**src/rtl/c5_conv_sequencer_if.sv**
```systemverilog
// Signal bundle between the C5 layer sequencer (master) and its memories, datapath and result consumer (slave).
interface c5_conv_sequencer_if #(
  parameter int DATA_WIDTH = 16
);
  logic                  start;
  logic                  keep_weights;
  logic                  busy;
  logic                  done;
  logic                  mem_rd_en;
  logic [1:0]            mem_sel;
  logic [15:0]           mem_addr;
  logic [DATA_WIDTH-1:0] mem_rd_data;
  logic                  ld_valid;
  logic [1:0]            ld_sel;
  logic [15:0]           ld_idx;
  logic [DATA_WIDTH-1:0] ld_data;
  logic                  conv_rst;
  logic [6:0]            out_idx;
  logic [DATA_WIDTH-1:0] out_word;
  logic                  out_valid;
  logic                  out_ready;
  logic [DATA_WIDTH-1:0] out_data;

  modport master (
    input  start, keep_weights, mem_rd_data, out_word, out_ready,
    output busy, done, mem_rd_en, mem_sel, mem_addr, ld_valid, ld_sel, ld_idx, ld_data,
           conv_rst, out_idx, out_valid, out_data
  );

  modport slave (
    output start, keep_weights, mem_rd_data, out_word, out_ready,
    input  busy, done, mem_rd_en, mem_sel, mem_addr, ld_valid, ld_sel, ld_idx, ld_data,
           conv_rst, out_idx, out_valid, out_data
  );
endinterface

```
**src/rtl/c5_conv_sequencer.sv**
```systemverilog
// C5 layer sequencer: streams image/filter/bias into the datapath, waits out the convolution, drains results.
// Optional weight reuse (skip filter/bias reload) is enabled by defining C5_SEQ_WEIGHT_CACHE_EN.
module c5_conv_sequencer #(
  parameter int DATA_WIDTH   = 16,
  parameter int IMG_WORDS    = 400,
  parameter int FLT_WORDS    = 48000,
  parameter int BIAS_WORDS   = 120,
  parameter int OUT_WORDS    = 120,
  parameter int CONV_LATENCY = 15681
) (
  input  logic                 clk,
  input  logic                 reset,
  c5_conv_sequencer_if.master  bus
);

  localparam int CNT_W = (CONV_LATENCY < 2) ? 1 : $clog2(CONV_LATENCY + 1);

  localparam logic [1:0]  SEL_IMG   = 2'd0;
  localparam logic [1:0]  SEL_FLT   = 2'd1;
  localparam logic [1:0]  SEL_BIAS  = 2'd2;
  localparam logic [15:0] IMG_LAST  = 16'(IMG_WORDS - 1);
  localparam logic [15:0] FLT_LAST  = 16'(FLT_WORDS - 1);
  localparam logic [15:0] BIAS_LAST = 16'(BIAS_WORDS - 1);
  localparam logic [6:0]  OUT_LAST  = 7'(OUT_WORDS - 1);

  typedef enum logic [2:0] {
    IDLE, LOAD_IMG, LOAD_FLT, LOAD_BIAS, COMPUTE, DRAIN, DONE
  } state_t;

  state_t           r_state;
  logic             r_busy;
  logic             r_done;
  logic             r_mem_rd_en;
  logic [1:0]       r_mem_sel;
  logic [15:0]      r_mem_addr;
  logic             r_ld_valid;
  logic [1:0]       r_ld_sel;
  logic [15:0]      r_ld_idx;
  logic             r_conv_rst;
  logic [6:0]       r_out_idx;
  logic             r_out_valid;
  logic [CNT_W-1:0] r_cnt;
  logic             w_skip_wt;
  logic [DATA_WIDTH-1:0] w_out_word;

`ifdef C5_SEQ_WEIGHT_CACHE_EN
  logic r_wt_loaded;
  logic r_skip_wt;

  // The skip decision is frozen at start so it stays stable through LOAD_IMG.
  always_ff @(posedge clk) begin
    if (reset) begin
      r_wt_loaded <= 1'b0;
      r_skip_wt   <= 1'b0;
    end else begin
      if (r_state == LOAD_BIAS && r_mem_addr == BIAS_LAST) r_wt_loaded <= 1'b1;
      if (r_state == IDLE && bus.start) r_skip_wt <= bus.keep_weights && r_wt_loaded;
    end
  end
  assign w_skip_wt = r_skip_wt;
`else
  logic w_unused_keep;
  assign w_unused_keep = bus.keep_weights;
  assign w_skip_wt     = 1'b0;
`endif

  // NOTE: every register here uses <= so all updates see the pre-edge values, exactly like flops.
  always_ff @(posedge clk) begin
    if (reset) begin
      r_state     <= IDLE;
      r_busy      <= 1'b0;
      r_done      <= 1'b0;
      r_mem_rd_en <= 1'b0;
      r_mem_sel   <= SEL_IMG;
      r_mem_addr  <= '0;
      r_ld_valid  <= 1'b0;
      r_ld_sel    <= SEL_IMG;
      r_ld_idx    <= '0;
      r_conv_rst  <= 1'b1;
      r_out_idx   <= '0;
      r_out_valid <= 1'b0;
      r_cnt       <= '0;
    end else begin
      r_ld_valid <= r_mem_rd_en;
      r_ld_sel   <= r_mem_sel;
      r_ld_idx   <= r_mem_addr;
      unique case (r_state)
        IDLE: begin
          if (bus.start) begin
            r_state     <= LOAD_IMG;
            r_busy      <= 1'b1;
            r_mem_rd_en <= 1'b1;
            r_mem_sel   <= SEL_IMG;
            r_mem_addr  <= '0;
          end
        end
        LOAD_IMG: begin
          if (r_mem_addr != IMG_LAST) begin
            r_mem_addr <= r_mem_addr + 16'd1;
          end else if (w_skip_wt) begin
            r_state     <= COMPUTE;
            r_mem_rd_en <= 1'b0;
            r_mem_sel   <= SEL_IMG;
            r_mem_addr  <= '0;
            r_cnt       <= CNT_W'(CONV_LATENCY);
          end else begin
            r_state    <= LOAD_FLT;
            r_mem_sel  <= SEL_FLT;
            r_mem_addr <= '0;
          end
        end
        LOAD_FLT: begin
          if (r_mem_addr != FLT_LAST) begin
            r_mem_addr <= r_mem_addr + 16'd1;
          end else begin
            r_state    <= LOAD_BIAS;
            r_mem_sel  <= SEL_BIAS;
            r_mem_addr <= '0;
          end
        end
        LOAD_BIAS: begin
          if (r_mem_addr != BIAS_LAST) begin
            r_mem_addr <= r_mem_addr + 16'd1;
          end else begin
            r_state     <= COMPUTE;
            r_mem_rd_en <= 1'b0;
            r_mem_sel   <= SEL_IMG;
            r_mem_addr  <= '0;
            r_cnt       <= CNT_W'(CONV_LATENCY);
          end
        end
        COMPUTE: begin
          // conv_rst stays high on the entry cycle so the last operand write lands before release.
          r_conv_rst <= 1'b0;
          if (r_cnt == '0) begin
            r_state     <= DRAIN;
            r_out_valid <= 1'b1;
            r_out_idx   <= '0;
          end else begin
            r_cnt <= r_cnt - CNT_W'(1);
          end
        end
        DRAIN: begin
          if (bus.out_ready) begin
            if (r_out_idx == OUT_LAST) begin
              r_state     <= DONE;
              r_out_valid <= 1'b0;
              r_out_idx   <= '0;
              r_busy      <= 1'b0;
              r_done      <= 1'b1;
              r_conv_rst  <= 1'b1;
            end else begin
              r_out_idx <= r_out_idx + 7'd1;
            end
          end
        end
        DONE: begin
          r_state <= IDLE;
          r_done  <= 1'b0;
        end
        default: r_state <= IDLE;
      endcase
    end
  end

  assign w_out_word    = bus.out_word;
  assign bus.out_data  = w_out_word;
  assign bus.ld_data   = bus.mem_rd_data;
  assign bus.busy      = r_busy;
  assign bus.done      = r_done;
  assign bus.mem_rd_en = r_mem_rd_en;
  assign bus.mem_sel   = r_mem_sel;
  assign bus.mem_addr  = r_mem_addr;
  assign bus.ld_valid  = r_ld_valid;
  assign bus.ld_sel    = r_ld_sel;
  assign bus.ld_idx    = r_ld_idx;
  assign bus.conv_rst  = r_conv_rst;
  assign bus.out_idx   = r_out_idx;
  assign bus.out_valid = r_out_valid;

endmodule

```
**src/flat_wrapper.sv**
```systemverilog
// flat-port wrapper written by rule: the top's interface ports become plain ports
module c5_conv_sequencer_flat 
#(
  parameter int DATA_WIDTH   = 16,
  parameter int IMG_WORDS    = 400,
  parameter int FLT_WORDS    = 48000,
  parameter int BIAS_WORDS   = 120,
  parameter int OUT_WORDS    = 120,
  parameter int CONV_LATENCY = 15681
)
  (clk, reset, bus_start, bus_keep_weights, bus_mem_rd_data, bus_out_word, bus_out_ready, bus_busy, bus_done, bus_mem_rd_en, bus_mem_sel, bus_mem_addr, bus_ld_valid, bus_ld_sel, bus_ld_idx, bus_ld_data, bus_conv_rst, bus_out_idx, bus_out_valid, bus_out_data);
  c5_conv_sequencer_if #(.DATA_WIDTH(DATA_WIDTH)) bus_i ();
  input  logic clk;
  input  logic reset;
  input wire logic [$bits(bus_i.start)-1:0] bus_start;
  input wire logic [$bits(bus_i.keep_weights)-1:0] bus_keep_weights;
  input wire logic [$bits(bus_i.mem_rd_data)-1:0] bus_mem_rd_data;
  input wire logic [$bits(bus_i.out_word)-1:0] bus_out_word;
  input wire logic [$bits(bus_i.out_ready)-1:0] bus_out_ready;
  output wire logic [$bits(bus_i.busy)-1:0] bus_busy;
  output wire logic [$bits(bus_i.done)-1:0] bus_done;
  output wire logic [$bits(bus_i.mem_rd_en)-1:0] bus_mem_rd_en;
  output wire logic [$bits(bus_i.mem_sel)-1:0] bus_mem_sel;
  output wire logic [$bits(bus_i.mem_addr)-1:0] bus_mem_addr;
  output wire logic [$bits(bus_i.ld_valid)-1:0] bus_ld_valid;
  output wire logic [$bits(bus_i.ld_sel)-1:0] bus_ld_sel;
  output wire logic [$bits(bus_i.ld_idx)-1:0] bus_ld_idx;
  output wire logic [$bits(bus_i.ld_data)-1:0] bus_ld_data;
  output wire logic [$bits(bus_i.conv_rst)-1:0] bus_conv_rst;
  output wire logic [$bits(bus_i.out_idx)-1:0] bus_out_idx;
  output wire logic [$bits(bus_i.out_valid)-1:0] bus_out_valid;
  output wire logic [$bits(bus_i.out_data)-1:0] bus_out_data;
  assign bus_i.start = bus_start;
  assign bus_i.keep_weights = bus_keep_weights;
  assign bus_i.mem_rd_data = bus_mem_rd_data;
  assign bus_i.out_word = bus_out_word;
  assign bus_i.out_ready = bus_out_ready;
  assign bus_busy = bus_i.busy;
  assign bus_done = bus_i.done;
  assign bus_mem_rd_en = bus_i.mem_rd_en;
  assign bus_mem_sel = bus_i.mem_sel;
  assign bus_mem_addr = bus_i.mem_addr;
  assign bus_ld_valid = bus_i.ld_valid;
  assign bus_ld_sel = bus_i.ld_sel;
  assign bus_ld_idx = bus_i.ld_idx;
  assign bus_ld_data = bus_i.ld_data;
  assign bus_conv_rst = bus_i.conv_rst;
  assign bus_out_idx = bus_i.out_idx;
  assign bus_out_valid = bus_i.out_valid;
  assign bus_out_data = bus_i.out_data;
  c5_conv_sequencer #(.DATA_WIDTH(DATA_WIDTH), .IMG_WORDS(IMG_WORDS), .FLT_WORDS(FLT_WORDS), .BIAS_WORDS(BIAS_WORDS), .OUT_WORDS(OUT_WORDS), .CONV_LATENCY(CONV_LATENCY)) u_core (.clk(clk), .reset(reset), .bus(bus_i));
endmodule
```
**config.mk**
```make
export PLATFORM = sky130hd
export DESIGN_NAME = c5_conv_sequencer_flat
export DESIGN_NICKNAME = d
export VERILOG_FILES = /design/src/rtl/c5_conv_sequencer_if.sv /design/src/rtl/c5_conv_sequencer.sv /design/src/flat_wrapper.sv
export SDC_FILE = /design/constraint.sdc
export NUM_CORES = 1
export LEC_CHECK = 0
export BUFFER_PORTS_ARGS = -buffer_cell sky130_fd_sc_hd__clkbuf_2
export CORE_ASPECT_RATIO = 1.5
export CORE_MARGIN = 3
export CORE_UTILIZATION = 45
export DETAILED_ROUTE_END_ITERATION = 6
export PLACE_DENSITY_LB_ADDON = 0.2
export SYNTH_ARGS = -nofsm -noshare
export SYNTH_HDL_FRONTEND = slang
export SYNTH_SLANG_ARGS = --single-unit
```
**constraint.sdc**
```tcl
create_clock -name clk -period 2.35 [get_ports clk]
set_clock_uncertainty 0.1 [all_clocks]
set_input_delay 0.3525 -clock clk [delete_from_list [all_inputs] [get_ports clk]]
set_output_delay 0.3525 -clock clk [all_outputs]
set_load 0.01 [all_outputs]
```
==> results.toml <==
[run_status]
status = "finished clean"

[power]
p_comb_share_pct = 22.5
p_seq_share_pct = 42.3
internal-power_mw = 2.067
clock_power_share_pct = 35.3
power_density_mw_per_mm2 = 768.6
p_leak_nw = 1.530
p_switching_uw = 804.3
swShare_pct = 28.01
peakVddDrop_mv = 0.4784

[timing]
final.period_utilization_pct = 95.40
setup_viol = 0
hold_viol_final = 0
relSlewSlack_pct = 57.08
tightest_slew_ns = 0.6275
final.min_clock_period_ns = 2.242
slew_violations = 0
fmax_mhz = 446.1
setup_tns_ns = 0

[setup_path]
cp_slowest_cell = "a2111oi_0"
critical_path_class = "flip-flop to flip-flop"
r2r_setup_slack_ns = 0.11
r2r-end = "u_core.bus.out_idx[5]"
rr_startpoint = "u_core.r_cnt[0]"
cpPeakStageDelay_ns = 0.64
cp_max_fo = 5
cp_cell_sequence = "inv_1, ha_1, nor3b_2, buf_4, nand4_4, a2111oi_0, xnor2_1, nor2_1"
end_kind = "flip-flop"
worstPathRequired_ns = 2.48
r2r_cells = 8
start_kind = "flip-flop"
cp.arrival_ns = 2.38

[floorplan]
start_util_pct = 46.90
die_area_mm2 = 0.008315
rows = 37
die_w_um = 75.46
boundaryPins = 118
die_h_um = 110.2
core_mm2 = 0.006944

[synthesis]
synth_cell_types = 51
syn_area_mm2 = 0.003257
avgSynthCellArea_um2 = 8.802
yosysWarningCount = 0
ys_seq_elements = 66
synth_async_sr_flop_share_pct = 0
syn_nets = 411
synth_area_leaders = "dfxtp_1, buf_4, nor2_1"
synth_enable_flop_cells = 0
synthFlopType = "dfxtp_1"
netlist_instances = 370
ys_seq_area_share_pct = 40.57
yosysTopAreaCell = "dfxtp_1"
synth_top_area_share_pct = 40.57

[grt]
track_usage_pct = 18.79
grt_pass1_wl_um = 12070
grt_max_degree = 21
antenna_found_initial = 0
gr-total-overflow = 0
first_global_vias = 2592

[routing]
avgViaCountPerCell = 5.466
vias = 2684
drt-pass1-iter-count = 4
ant_nets = 0
wirelength_um = 7207
drt_iter0_markers = 131
remaining_drc_errors = 0
post_drt_wl_per_cell_um = 14.68

[clocking]
insertion_delay_ns = 0.34
cts_tree = "done"
clockBufferDepth = 2
cts_max_level = 3
root_buffer = "clkbuf_8"
hold_buffers = 0
clk_pin_slew_ns = 0.07
cts.sinks = 66
numCtsBuffers = 9

[hold_path]
min_from = "bus_out_ready"
hold_path_class = "input port to flip-flop"
hold-path-endpoint = "u_core.bus.out_valid"
hold_path_depth = 2

[placement]
portBuffers = 52
dp_hpwl_um = 5378
routabilityCongestion = 0.7981
post_dp_cell_area_mm2 = 0.003482

[cells_and_area]
fin_nets = 449
finish.utilization_pct = 53.80
final_area_mm2 = 0.003736
drive_gt1_share_pct = 26.88
syn_to_final_growth_pct = 14.71
n_fill_cell = 670
n_antenna_cell = 0

[job]
drv_cap = 0
[power by group through the flow]
stage,combinational [mW],sequential [mW],clock [mW]
finish,0.645,1.21,1.01
global route,0.703,1.22,1.09
CTS,0.641,1.21,1.04
detailed placement,0.636,1.24,0
global placement,0.627,1.24,0
floorplan,0.483,1.26,0
[synthesized netlist by cell type, types with 4 or more instances]
library cell / count
or3_1: 8
buf_4: 33
xnor2_1: 7
a211oi_1: 4
a211o_1: 5
nand3_1: 12
a21oi_1: 21
ha_1: 4
nand4_1: 8
nor3_1: 8
nor4_1: 5
nor2b_1: 21
nand2_1: 26
inv_1: 6
o21ai_0: 19
dfxtp_1: 66
buf_2: 5
xor2_1: 12
nor2_1: 37
or4_1: 4
clkbuf_1: 7
[cell usage in the layout (no fill, tap or decap), drive strengths merged, types with 3 or more instances in the layout]
cell type / instances
a21oi: 22
nor2b: 21
clkbuf: 67
a211oi: 4
nand2: 26
nand4: 9
or3: 8
nor3: 8
a211o: 5
a21o: 3
or3b: 3
nand2b: 3
nor2: 37
nand4b: 3
nor4: 8
nand3: 12
buf: 25
xnor2: 7
ha: 4
o21ai: 19
inv: 6
or4: 4
a2111oi: 3
dfxtp: 66
xor2: 12
[through the flow]
stage | setup WS (ns) | hold slack, ns | cells | power (mW)
floorplan | 0.2034 | 0.3388 | 370 | 1.744
global route | -0.003444 | 0.1874 | 491 | 3.013
CTS | 0.03921 | 0.1676 | 491 | 2.898
detailed placement | 0.05445 | 0.3668 | 475 | 1.876
finish | 0.1081 | 0.1832 | 491 | 2.872
global placement | 0.1451 | 0.3572 | 475 | 1.864
[worst max-delay path: cells and delay by family, from the launching register on]
family,cells,cell delay (ns)
AO/OA/AOI/OAI,1,0.64
XOR/XNOR,1,0.19
adder cells (fa/ha/maj),1,0.16
buffers and inverters,2,0.31
flip-flops,1,0.31
AND/OR/NAND/NOR,3,0.43
[per-layer routing]
metal	routed length, µm	up-vias	share of wire [%]	global-route usage, %
met5	0	-	0	0
met3	290	12	4.0	4.083
li1	-	1349	-	-
met1	2946	1285	41	21.30
met4	88	0	1.2	9.125
met2	3882	38	54	32.51
[final cells by class]
| class | instances | area [µm²] | area share (%) |
|---|---|---|---|
| Clock buffer | 15 | 186.4 | 4.990 |
| Clock inverter | 1 | 30.03 | 0.8038 |
| Inverter | 6 | 22.52 | 0.6028 |
| Multi-Input combinational cell | 248 | 1618 | 43.30 |
| Sequential cell | 66 | 1321 | 35.37 |
| Tap cell | 78 | 97.59 | 2.612 |
| Timing Repair Buffer | 77 | 460.4 | 12.32 |
[timing repair]
item | in CTS | in global routing
buffers inserted | 0 | 0
resized for setup | 0 | 8
endpoints found under the setup margin | 0 | 15
hold endpoints to repair | 0 | 0
[worst max path at each step]
| stage | startpoint | to | slack, ns | cells past startpoint |
|---|---|---|---|---|
| global placement | u_core.r_cnt[0] | u_core.bus.out_idx[3] | 0.15 | 8 |
| finish | u_core.r_cnt[0] | u_core.bus.out_idx[5] | 0.11 | 8 |
| global route | u_core.bus.mem_addr[1] | u_core.bus.mem_sel[1] | -0.003 | 6 |
| detailed placement | u_core.r_cnt[0] | u_core.bus.out_idx[5] | 0.05 | 8 |
| floorplan | u_core.bus.mem_addr[0] | u_core.bus.mem_addr[3] | 0.20 | 8 |
| CTS | u_core.r_cnt[0] | u_core.bus.out_idx[5] | 0.04 | 8 |
[cells by family after synthesis]
logic type	after synthesis	synth area share, %
simple gates	154	26.78
compound gates	68	14.10
mux	3	0.9988
flops	66	40.57
fa+ha+maj	4	1.537
xor+xnor	19	5.110
buf+inv	56	10.91
[sequential cells by signal, summed over array words and instances (netlist names)]
register	flops
u_core.bus.busy	1
u_core.bus.conv_rst	1
u_core.bus.done	1
u_core.bus.ld_idx	16
u_core.bus.ld_sel	2
u_core.bus.ld_valid	1
u_core.bus.mem_addr	16
u_core.bus.mem_rd_en	1
u_core.bus.mem_sel	2
u_core.bus.out_idx	7
u_core.bus.out_valid	1
u_core.r_cnt	14
u_core.r_state	3
(Power assumes the default switching activity.)
